<file path="config.mk">
export PLATFORM = sky130hd
export DESIGN_NAME = pipeline_ctrl
export DESIGN_NICKNAME = d
export VERILOG_FILES = /design/src/rtl/pipeline_ctrl.sv
export SDC_FILE = /design/constraint.sdc
export NUM_CORES = 1
export LEC_CHECK = 0
export BUFFER_PORTS_ARGS = -buffer_cell sky130_fd_sc_hd__buf_2
export CAP_MARGIN = 20
export CORE_MARGIN = 3
export CORE_UTILIZATION = 40
export DETAILED_ROUTE_END_ITERATION = 8
export PLACE_DENSITY_LB_ADDON = 0.12
export SLEW_MARGIN = 20
export SYNTH_ARGS = -nofsm -noshare
export SYNTH_HDL_FRONTEND = slang
export SYNTH_SLANG_ARGS = --single-unit
export TNS_END_PERCENT = 5
</file>
<file path="constraint.sdc">
create_clock -name CLK -period 2.65 [get_ports CLK]
set_input_delay 0.3975 -clock CLK [delete_from_list [all_inputs] [get_ports CLK]]
set_output_delay 0.3975 -clock CLK [all_outputs]
set_load 0.02 [all_outputs]
</file>
<file path="src/rtl/pipeline_ctrl.sv">
// Pipeline hazard/stall controller: load-use stalls, branch flushes, memory-wait freeze
// with timeout, halt handling and a saturating stall-cycle counter.
module pipeline_ctrl (
  input  logic        CLK,
  input  logic        Reset,
  input  logic [15:0] IIDRs1,
  input  logic [15:0] IIDRs2,
  input  logic [15:0] IEXRd,
  input  logic        IEXMemRead,
  input  logic        IBranchTaken,
  input  logic        IMemReq,
  input  logic        IMemReady,
  input  logic        IHalt,
  output logic        OPCWrite,
  output logic        OIFIDWrite,
  output logic        OIDEXWrite,
  output logic        OEXMEMWrite,
  output logic        OMEMWBWrite,
  output logic        OIFIDFlush,
  output logic        OIDEXFlush,
  output logic        OHalted,
  output logic        OError,
  output logic [15:0] OStallCount
);

  typedef enum logic [1:0] {StRun, StMemWait, StHalt} state_e;

  state_e      state_q, state_d, state_eff;
  logic [3:0]  wait_cnt_q, wait_cnt_d;
  logic [15:0] stall_cnt_q, stall_cnt_d;
  logic        error_q, error_d;
  logic        load_use, freeze, timeout;

  assign load_use = IEXMemRead && (IEXRd != 16'd0) && ((IEXRd == IIDRs1) || (IEXRd == IIDRs2));

  // While Reset is asserted the outputs already behave as in RUN.
  always_comb begin
    state_eff = state_q;
    if (Reset) state_eff = StRun;
  end

  always_comb begin
    freeze = 1'b0;
    unique case (state_eff)
      StRun:     freeze = IMemReq && !IMemReady;
      StMemWait: freeze = !IMemReady;
      default:   freeze = 1'b0;
    endcase
  end

  assign timeout = (state_q == StMemWait) && !IMemReady && (wait_cnt_q == 4'd15);

  always_comb begin
    OPCWrite    = 1'b1;
    OIFIDWrite  = 1'b1;
    OIDEXWrite  = 1'b1;
    OEXMEMWrite = 1'b1;
    OMEMWBWrite = 1'b1;
    OIFIDFlush  = 1'b0;
    OIDEXFlush  = 1'b0;
    if ((state_eff == StHalt) || freeze) begin
      OPCWrite    = 1'b0;
      OIFIDWrite  = 1'b0;
      OIDEXWrite  = 1'b0;
      OEXMEMWrite = 1'b0;
      OMEMWBWrite = 1'b0;
    end else if (IBranchTaken) begin
      OIFIDFlush = 1'b1;
      OIDEXFlush = 1'b1;
    end else if (load_use) begin
      OPCWrite   = 1'b0;
      OIFIDWrite = 1'b0;
      OIDEXFlush = 1'b1;
    end
  end

  always_comb begin
    state_d    = state_q;
    wait_cnt_d = wait_cnt_q;
    error_d    = error_q || timeout;
    unique case (state_q)
      StRun: begin
        if (IMemReq && !IMemReady) begin
          state_d    = StMemWait;
          wait_cnt_d = 4'd0;
        end
      end
      StMemWait: begin
        if (IMemReady) begin
          state_d = StRun;
        end else if (timeout) begin
          state_d = StHalt;
        end else begin
          wait_cnt_d = wait_cnt_q + 4'd1;
        end
      end
      default: state_d = StHalt;
    endcase
    if (IHalt && (state_q != StHalt)) state_d = StHalt;
  end

  always_comb begin
    stall_cnt_d = stall_cnt_q;
    if ((state_q != StHalt) && !OPCWrite && (stall_cnt_q != 16'hFFFF)) begin
      stall_cnt_d = stall_cnt_q + 16'd1;
    end
  end

  always_ff @(posedge CLK) begin
    if (Reset) begin
      state_q     <= StRun;
      wait_cnt_q  <= 4'd0;
      stall_cnt_q <= 16'd0;
      error_q     <= 1'b0;
    end else begin
      state_q     <= state_d;
      wait_cnt_q  <= wait_cnt_d;
      stall_cnt_q <= stall_cnt_d;
      error_q     <= error_d;
    end
  end

  assign OHalted     = (state_eff == StHalt);
  assign OError      = error_q;
  assign OStallCount = stall_cnt_q;

endmodule

</file>
==> run metrics, run 1 <==
Total Neg Setup Slack=0 ns; Static Leak=roughly 0.00084 uW; number of resized instances in the post-cts repair step=0; clock tree sinks=23; area of the placeable core=between 3000 and 4000 sq um; transition time at the pin with the least slew margin=between 0.4 and 0.5 ns; share of final-layout standard cells stronger than drive strength 1=between 30 and 40%; PortBufs=79; outcome=finished clean; number of iterations in the first detailed-routing pass=4; Std-Cell Rows=22; Post-Synthesis Cell Area=between 1500 and 2000 sq um; most used flip-flop cell after synthesis=sky130_fd_sc_hd__dfxtp_1; worst clock skew=between 0.001 and 0.0015 ns; fin crit share=89.3%; switching share of power=28.2%; Worst setup endpoint=OStallCount[15]; Die ar.=about 4700 sq um; register share of total power=46.8%; sort of element at the end of the critical path=register; Worst R2R Setup Slack=between 0.2 and 0.3 ns; iteration-0 DRC count of the detailed router=26; global route total overflow=0; reg-to-reg critical path endpoint=OStallCount[15]; path type of the worst min-delay path=in2reg; instance count of the mapped netlist=between 150 and 200; portion of total power attributed to the clock network=between 20% and 30%; cell accounting for the most synthesized area=sky130_fd_sc_hd__dfxtp_1; mean routed wirelength per cell=about 13 microns; net load switching power=around 210 uW; post-DP HPWL=roughly 3.4 mm; flip-flop and latch count after synthesis=23; combinational share of power=24.5%; total number of vias=~1700; Worst Reg-to-Reg Cells=7; count of hold-fix buffers inserted at cts=0; Post-Synthesis Mean Instance Area=8.03 sq um; area overhead of the layout relative to synthesis=30.6%; cts bufs inserted=3; highest-count cells in the layout ignoring fill and taps=sky130_fd_sc_hd__buf_2, sky130_fd_sc_hd__xnor2_1, sky130_fd_sc_hd__dfxtp_1; CTS Buffer Depth=2; cell with the largest stage delay on the worst path=sky130_fd_sc_hd__or4_1; class of the most critical setup path=reg2reg; longest individual stage delay on the worst path=~0.43 ns; Final min period=roughly 2.4 ns; stages on the worst setup path=7; number of setup buffers added after CTS=0; htree depth=1; Total Nets Final=roughly 330; global-route wire length before repair=~6.1 mm; Int Power=545 uW; remaining antenna violation count after routing=0; Final Power=between 700 and 800 uW; startpoint type of the worst setup path=register; Post-route DRC=0; total inserted antenna cells=0; Worst IR Drop VDD=315 uV; count of final hold-check violations=0; Max Fclk=423 MHz; portion of synthesized cell area occupied by the leading cell type=between 20% and 30%; clock tree root driver cell=sky130_fd_sc_hd__clkbuf_8; headroom to the max-slew limit=roughly two thirds; Via-to-Cell Ratio=roughly 5.2; die boundary height=approximately 70 microns; top-level port count=80; distinct cell type count of the synthesized netlist=40; Post-Syn Nets=about 250; wirelength, routed=4.21 mm; unrepaired setup endpoints after global routing=false; biggest area contributors in the synthesized netlist=sky130_fd_sc_hd__dfxtp_1, sky130_fd_sc_hd__xnor2_1, sky130_fd_sc_hd__nand4_1, sky130_fd_sc_hd__a21oi_1, sky130_fd_sc_hd__nor2_1; die outline width=68.9 microns; antenna violations before repair=0; number of pins with negative max-slew slack in the final report=0; number of synthesized flops with an enable pin=0; data required time at the worst endpoint=between 2 and 3 ns; via count of the first global-routing pass=1394; setup violators final=0; Power per Cell Area=~370 nW/um^2; Max Cap Violations=0; buffer and inverter count on the worst path=0; sequence of cells on the critical path=and4_1 > nor2b_1 > a211o_1 > or4_1 > o32ai_2 > nand4_1 > mux2_1; total of warnings raised by yosys=0; highest net fanout along the worst path=5; largest net degree at the start of global routing=20; clock tree from TritonCTS=built; sequential share of the synthesized area=just under 30%; Clk pin slew, worst setup/hold paths=0.08 ns; worst min-delay path startpoint=IHalt; effective utilization at floorplan=42.3%; GRT Util Overall=16.9%; CP top delay family=simple AND/OR/NAND/NOR gates; latest clock arrival within the worst-skew pair=between 0.2 and 0.3 ns; reg2reg start=OStallCount[11]; ys async rst share=0%; final estimated routing congestion in global placement=0.847; most common library cell in the layout ignoring fill and taps=sky130_fd_sc_hd__buf_2; worst setup path startpoint=OStallCount[11]; arrival time of the worst setup path=~2.5 ns
worst min path at each step:
stage | slack [ns] | end | cells after the start
2_1_floorplan | 0.46 | wait_cnt_q[3] | 2
3_3_place_gp | 0.45 | OError | 2
3_5_place_dp | 0.46 | OError | 2
4_1_cts | 0.33 | state_q[0] | 2
5_1_grt | 0.33 | state_q[0] | 2
6_report | 0.34 | state_q[0] | 2
metrics by stage:
step                hold slack [ns]  util, %  instances  setup slack (ns)  cell area [sq um]
floorplan                     0.459        -        197             0.267               1580
global placement              0.445     54.0        320             0.269               2020
detailed placement            0.455     54.0        320             0.265               2020
CTS                           0.332     55.2        324             0.281               2070
global route                  0.326     55.2        324             0.107               2070
finish                        0.342     55.2        324             0.285               2070
state kept, by name (all words and copies together), names as in the netlist:
| name | count |
|---|---|
| OError | 1 |
| state_q | 2 |
| OStallCount | 16 |
| wait_cnt_q | 4 |
power groups by stage:
| stage | Combinational [uW] | Sequential (uW) | Clock, uW |
|---|---|---|---|
| after global routing | 204 | 357 | 239 |
| after detailed placement | 187 | 364 | 0 |
| final | 186 | 356 | 218 |
| after global placement | 186 | 363 | 0 |
| after CTS | 188 | 356 | 225 |
| after floorplan | 104 | 366 | 0 |
final cells by class:
cell class / instances / area [sq um]
clock buffers: 4 / 45.0
fillers: 370 / 1680
inverters: 5 / 18.8
multi-input cells: 162 / 1060
flip-flops and latches: 23 / 460
well taps: 48 / 60.1
repair buffers: 82 / 418
Yosys cell counts (all sizes together), types with 2 or more instances:
| library cell | number |
|---|---|
| xnor2 | 33 |
| dfxtp | 23 |
| nor2 | 18 |
| a21oi | 14 |
| nand2 | 14 |
| nand4 | 13 |
| o21ai | 8 |
| or3 | 8 |
| nor4 | 7 |
| nand3 | 6 |
| inv | 5 |
| nor2b | 5 |
| buf | 4 |
| o21a | 4 |
| clkbuf | 3 |
| nor3 | 3 |
| a211oi | 2 |
| a31o | 2 |
| and2 | 2 |
| and4 | 2 |
| ha | 2 |
| mux2 | 2 |
| or4 | 2 |
kinds of logic (layout without fill, tap and decap cells):
group	count (synthesis)	count (layout)	synth area share, %
fa+ha+maj	2	2	1.58
flops	23	23	29.1
compound gates	40	40	16.9
buf+inv	12	91	3.64
mux	3	3	2.06
xor+xnor	34	34	18.8
simple gates	83	83	27.9
layer usage:
metal | global-route usage, % | wire length (microns)
met2 | 29.3 | 1930
met5 | 0 | 0
met4 | 4.38 | 32
met3 | 2.76 | 421
met1 | 21.6 | 1820
(Power assumes the default switching activity.)
==> run 2: changes to the inputs <==
Settings changed: ABC_AREA from default to 1.
==> run 2 against run 1 <==
  * Via count increased by 53%
  * Clock power increased by 2%
  * Design area grew 33%
  * Sequential cell count did not move
  * Synthesized area rose by 45%
  * Register-to-register slack better by 0.50 ns
  * Worst setup slack improved by 0.27 ns
  * Largest cell class unchanged
==> run metrics, run 2 <==
outcome=finished clean; portion of total power attributed to the clock network=26.2% (-2.5 points); global route total overflow=0 (unchanged); largest net degree at the start of global routing=32 (+60%); clock tree sinks=23 (unchanged); Worst R2R Setup Slack=0.78 ns (+0.50 ns); count of final hold-check violations=0 (unchanged); clock tree root driver cell=sky130_fd_sc_hd__clkbuf_8; Post-route DRC=0 (unchanged); transition time at the pin with the least slew margin=0.458 ns (-0.0261 ns); latest clock arrival within the worst-skew pair=0.27 ns (about the same); wirelength, routed=5.54 mm (+32%); effective utilization at floorplan=43.2% (+0.87 points); post-DP HPWL=4.53 mm (+32%); Via-to-Cell Ratio=4.54 (-13%); antenna violations before repair=0 (unchanged); top-count cell post-synth=sky130_fd_sc_hd__nand2_1; sequential share of the synthesized area=20.0% (-9.1 points); Int Power=557 uW (+2.2%); sequential standard cell area=460 sq um (unchanged); Static Leak=0.00167 uW (+99%); clock tree from TritonCTS=built; setup slack at placement=0.611 ns (+0.346 ns); unrepaired setup endpoints after global routing=false; ys async rst share=0% (unchanged); final core utilization=51.5% (-3.7 points); highest net fanout along the worst path=18 (+13); Max Fclk=477 MHz (+13%); switching share of power=34.3% (+6.1 points); net load switching power=291 uW (+36%); flip-flop and latch count after synthesis=23 (unchanged); total inserted antenna cells=0 (unchanged); highest-count cells in the layout ignoring fill and taps=sky130_fd_sc_hd__nand2_1, sky130_fd_sc_hd__inv_1, sky130_fd_sc_hd__buf_2; number of setup buffers added after CTS=0 (unchanged); remaining antenna violation count after routing=0 (unchanged); die boundary height=81.9 microns (+19%); Final min period=2.10 ns (-0.267 ns); area overhead of the layout relative to synthesis=19.4%; total of warnings raised by yosys=0 (unchanged); number of resized instances in the post-cts repair step=0 (unchanged); class of the most critical setup path=reg2out; flip-flop count of the largest register, all copies and words added=16 (unchanged); register share of total power=42.9% (-3.9 points); instance count of the mapped netlist=424 (+120%); Total Neg Setup Slack=0 ns (unchanged); area used by multi-input combinational logic=1340 sq um (+25%); Post-Synthesis Cell Area=2300 sq um (+45%); sort of element at the end of the critical path=output pin; htree depth=1 (unchanged); startpoint type of the worst setup path=register; number of pins with negative max-slew slack in the final report=0 (unchanged); share of final-layout standard cells stronger than drive strength 1=25.3% (-6.9 points); headroom to the max-slew limit=69.2% (+1.6 points); distinct cell type count of the synthesized netlist=32 (-20%); total number of vias=2579 (+53%); Total Nets Final=556 (+66%); final estimated routing congestion in global placement=0.794 (-6.3%); Post-Synthesis Mean Instance Area=5.43 sq um (-32%); via count of the first global-routing pass=2288 (+64%); Post-Syn Nets=481 (+89%); Worst IR Drop VDD=286 uV (-9.3%); area of the placeable core=5340 sq um (+43%); final worst setup slack=0.552 ns (+0.267 ns); portion of synthesized cell area occupied by the leading cell type=25.9% (-3.2 points); path type of the worst min-delay path=in2reg; top-level port count=80 (unchanged); worst clock skew=0.00371 ns (+0.00258 ns); most common library cell in the layout ignoring fill and taps=sky130_fd_sc_hd__nand2_1; most used flip-flop cell after synthesis=sky130_fd_sc_hd__dfxtp_1; Final Power=849 uW (+12%); mean routed wirelength per cell=9.75 microns (-25%); fin crit share=79.2% (-10 points); Clk pin slew, worst setup/hold paths=0.08 ns (about the same); global-route wire length before repair=9.34 mm (+52%); Max Cap Violations=0 (unchanged); most common library cells after synthesis=sky130_fd_sc_hd__nand2_1, sky130_fd_sc_hd__inv_1, sky130_fd_sc_hd__nor2_1; number of iterations in the first detailed-routing pass=4 (unchanged); number of synthesized flops with an enable pin=0 (unchanged); cts bufs inserted=3 (unchanged); CTS Buffer Depth=2 (unchanged); biggest area contributors in the synthesized netlist=sky130_fd_sc_hd__nand2_1, sky130_fd_sc_hd__dfxtp_1, sky130_fd_sc_hd__inv_1, sky130_fd_sc_hd__nor2_1, sky130_fd_sc_hd__nand4_1; data required time at the worst endpoint=2.25 ns (-0.55 ns); fill count=592 (+60%); arrival time of the worst setup path=1.70 ns (-0.82 ns); combinational share of power=31.0% (+6.5 points); die outline width=81.9 microns (+19%); cell accounting for the most synthesized area=sky130_fd_sc_hd__nand2_1; GRT Util Overall=17.2% (+0.36 points); setup violators final=0 (unchanged); Power per Cell Area=309 nW/um^2 (-16%); Die ar.=6700 sq um (+41%); count of hold-fix buffers inserted at cts=0 (unchanged); Std-Cell Rows=26 (+18%); iteration-0 DRC count of the detailed router=111 (+330%); PortBufs=79 (unchanged)
-- run 2: cell count changes in the layout (fill, tap and decap cells not counted), moves of 14 or more --
cell	change
sky130_fd_sc_hd__nand3_2	+14
sky130_fd_sc_hd__nor2_1	+34
sky130_fd_sc_hd__xnor2_1	-32
sky130_fd_sc_hd__nand2_1	+145
sky130_fd_sc_hd__inv_2	+19
sky130_fd_sc_hd__inv_1	+81
-- run 2: through the flow --
step	cells	area, sq um	hold slack (ns)
2_1_floorplan	424	2300	0.467
3_3_place_gp	564	2700	0.444
3_5_place_dp	564	2700	0.453
4_1_cts	568	2750	0.319
5_1_grt	568	2750	0.345
6_report	568	2750	0.323
-- run 2: critical path, stage by stage, from the launching register on --
cell	delay, ns
sky130_fd_sc_hd__dfxtp_1	0.39
sky130_fd_sc_hd__inv_2	0.05
sky130_fd_sc_hd__or2_1	0.28
sky130_fd_sc_hd__nor2_8	0.11
sky130_fd_sc_hd__inv_2	0.05
sky130_fd_sc_hd__nand3_4	0.07
sky130_fd_sc_hd__inv_4	0.05
sky130_fd_sc_hd__nand2_4	0.19
sky130_fd_sc_hd__inv_1	0.08
sky130_fd_sc_hd__buf_2	0.16
-- run 2: logic make-up (layout without fill, tap and decap cells) --
logic type | Yosys count | in the layout | share of synthesized area, %
compound gates | 14 | 14 | 3.53
xor+xnor | 2 | 2 | 0.761
fa+ha+maj | 2 | 2 | 1.09
buf+inv | 118 | 192 | 22.0
flops | 23 | 23 | 20.0
simple gates | 265 | 265 | 52.7
-- run 2: final timing paths --
path	cells after the start	startpoint	to
min	2	IHalt	state_q[0]
max reg2reg	9	OStallCount[0]	OStallCount[14]
max	9	state_q[1]	OPCWrite
min reg2reg	2	OError	OError
-- run 2: final cells by class --
cell class	count	area share, %
inverter	106	14.6
clock inverter	1	0.182
timing repair buffer	82	15.2
multi-input combinational	283	48.6
clock buffer	3	1.50
tap	70	3.19
sequential	23	16.8
-- run 2: layer usage --
layer	wire length (microns)	vias to the layer above	global-route usage, %
met3	331	0	2.85
li1	-	1410	-
met2	2620	58	31.5
met5	0	-	0
met4	0	0	1.99
met1	2580	1111	21.7
-- run 2: power groups by stage --
stage,registers [uW],logic (uW),clock network [uW]
floorplan,376,183,0
global placement,372,260,0
detailed placement,372,265,0
CTS,364,266,238
global route,366,299,249
finish,364,263,222
==> run 3: changes to the inputs <==
Clock period 2.65 ns to 1.9 ns, I/O delays scaled along.
==> run 3 against run 2 <==
  * Largest cell class unchanged
  * Critical path type unchanged
  * Clock skew decreased by 0.0011 ns
  * Clock-buffer cell count unchanged
  * Register-to-register slack worse by 0.56 ns
==> run metrics, run 3 (synthesis gave the netlist of run 2 again) <==
outcome=finished clean; clock tree from TritonCTS=built; Max Cap Violations=0 (unchanged); global route total overflow=0 (unchanged); total inserted antenna cells=0 (unchanged); remaining antenna violation count after routing=0 (unchanged); mean routed wirelength per cell=10.0 microns (+2.5%); sort of element at the end of the critical path=output pin; transition time at the pin with the least slew margin=0.382 ns (-0.0761 ns); area overhead of the layout relative to synthesis=22.7%; headroom to the max-slew limit=74.5% (+5.4 points); Via-to-Cell Ratio=4.53 (-0.24%); Static Leak=0.00171 uW (+2.3%); iteration-0 DRC count of the detailed router=91 (-18%); latest clock arrival within the worst-skew pair=0.27 ns (about the same); Worst IR Drop VDD=354 uV (+24%); Total Nets Final=562 (+1.1%); cell count after placement=570 (+1.1%); number of setup buffers added after CTS=0 (unchanged); data required time at the worst endpoint=1.62 ns (-0.63 ns); effective utilization at floorplan=43.2% (unchanged); total number of vias=2600 (+0.81%); largest net degree at the start of global routing=32 (unchanged); final worst setup slack=0.118 ns (-0.434 ns); share of final-layout standard cells stronger than drive strength 1=26.8% (+1.5 points); wirelength, routed=5.74 mm (+3.6%); Die ar.=6700 sq um (unchanged); Power per Cell Area=433 nW/um^2 (+40%); flip-flop count of the largest register, all copies and words added=16 (unchanged); clock tree root driver cell=sky130_fd_sc_hd__clkbuf_8; count of final hold-check violations=0 (unchanged); top-level port count=80 (unchanged); area of the placeable core=5340 sq um (unchanged); Final min period=around 1.8 ns; most common library cell in the layout ignoring fill and taps=sky130_fd_sc_hd__nand2_1; post-DP HPWL=4.69 mm (+3.4%); setup violators final=0 (unchanged); Post-Layout Cell Count=574 (+1.1%); final estimated routing congestion in global placement=0.820 (+3.3%); number of iterations in the first detailed-routing pass=5 (+1); Post-route DRC=0 (unchanged); cts bufs inserted=3 (unchanged); antenna violations before repair=0 (unchanged); PortBufs=79 (unchanged); class of the most critical setup path=reg2out; GRT Util Overall=18.1% (+0.86 points); Std-Cell Rows=26 (unchanged); highest-count cells in the layout ignoring fill and taps=sky130_fd_sc_hd__nand2_1, sky130_fd_sc_hd__inv_1, sky130_fd_sc_hd__buf_2; Max Fclk=roughly 560 MHz; arrival time of the worst setup path=1.50 ns (-0.20 ns); global-route wire length before repair=9.73 mm (+4.1%); number of pins with negative max-slew slack in the final report=0 (unchanged); path type of the worst min-delay path=in2reg; startpoint type of the worst setup path=register; htree depth=1 (unchanged); setup slack at placement=0.169 ns (-0.442 ns); highest net fanout along the worst path=10 (-8); clock tree sinks=23 (unchanged); die outline width=81.9 microns (unchanged); fill count=587 (-0.84%); via count of the first global-routing pass=2377 (+3.9%); CTS Buffer Depth=2 (unchanged); die boundary height=81.9 microns (unchanged); fin crit share=between 90 and 100%; unrepaired setup endpoints after global routing=true; Clk pin slew, worst setup/hold paths=0.09 ns (about the same); worst clock skew=0.00258 ns (-0.00113 ns)
## run 3: changes by cell type in the layout (fill, tap and decap cells not counted), sizes merged
cell      before  now
clkinvlp       0    1
clkinv         1    0
buf           82   88
## run 3: layout make-up
| class | count | area (sq um) | area share [%] |
|---|---|---|---|
| Tap cell | 70 | 87.6 | 3.10 |
| Inverter | 106 | 400 | 14.2 |
| Timing Repair Buffer | 88 | 463 | 16.4 |
| Sequential cell | 23 | 462 | 16.3 |
| Clock inverter | 1 | 7.51 | 0.266 |
| Multi-Input combinational cell | 283 | 1360 | 48.3 |
| Clock buffer | 3 | 41.3 | 1.46 |
## run 3: worst paths after layout
check / startpoint / endpoint / slack, ns / cells after the start
setup / recovery: state_q[1] / OPCWrite / 0.12 / 9
hold / removal: IHalt / state_q[0] / 0.21 / 2
setup reg to reg: OStallCount[0] / OStallCount[14] / 0.22 / 10
hold reg to reg: OError / OError / 0.47 / 2
## run 3: routing by layer
layer / track usage [%] / part of all wire (%)
met1: 22.4 / 47
met2: 33.0 / 49
met3: 3.07 / 4.8
met4: 2.99 / 0
met5: 0 / 0
## run 3: critical path: stages, from the launching register on
cell	delay, ns
sky130_fd_sc_hd__dfxtp_2	0.36
sky130_fd_sc_hd__inv_2	0.04
sky130_fd_sc_hd__or2_4	0.25
sky130_fd_sc_hd__nor2_8	0.09
sky130_fd_sc_hd__inv_2	0.05
sky130_fd_sc_hd__nand3_4	0.07
sky130_fd_sc_hd__inv_4	0.06
sky130_fd_sc_hd__nand2_8	0.10
sky130_fd_sc_hd__inv_1	0.06
sky130_fd_sc_hd__buf_2	0.15
## run 3: timing repair
| item | in CTS | in global routing |
|---|---|---|
| hold buffers | 0 | 0 |
| gates resized for setup | 1 | 5 |
| setup endpoints to repair | 2 | 6 |
| pin swaps | 0 | 1 |
## run 3: power breakdown
part / total [uW] / switching (uW) / internal (uW)
Sequential: 505 / 10.7 / 494
Combinational: 389 / 239 / 151
Clock: 328 / 180 / 149
## run 3: through the flow
step | utilization [%] | power [uW] | TNS [ns] | cell area, sq um | hold slack, ns
floorplan | - | 779 | 0 | 2300 | 0.354
global placement | 51.5 | 896 | 0 | 2750 | 0.443
detailed placement | 51.5 | 901 | 0 | 2750 | 0.467
CTS | 52.4 | 1240 | 0 | 2800 | 0.196
global route | 53.0 | 1310 | -0.0266 | 2830 | 0.199
finish | 53.0 | 1220 | 0 | 2830 | 0.212
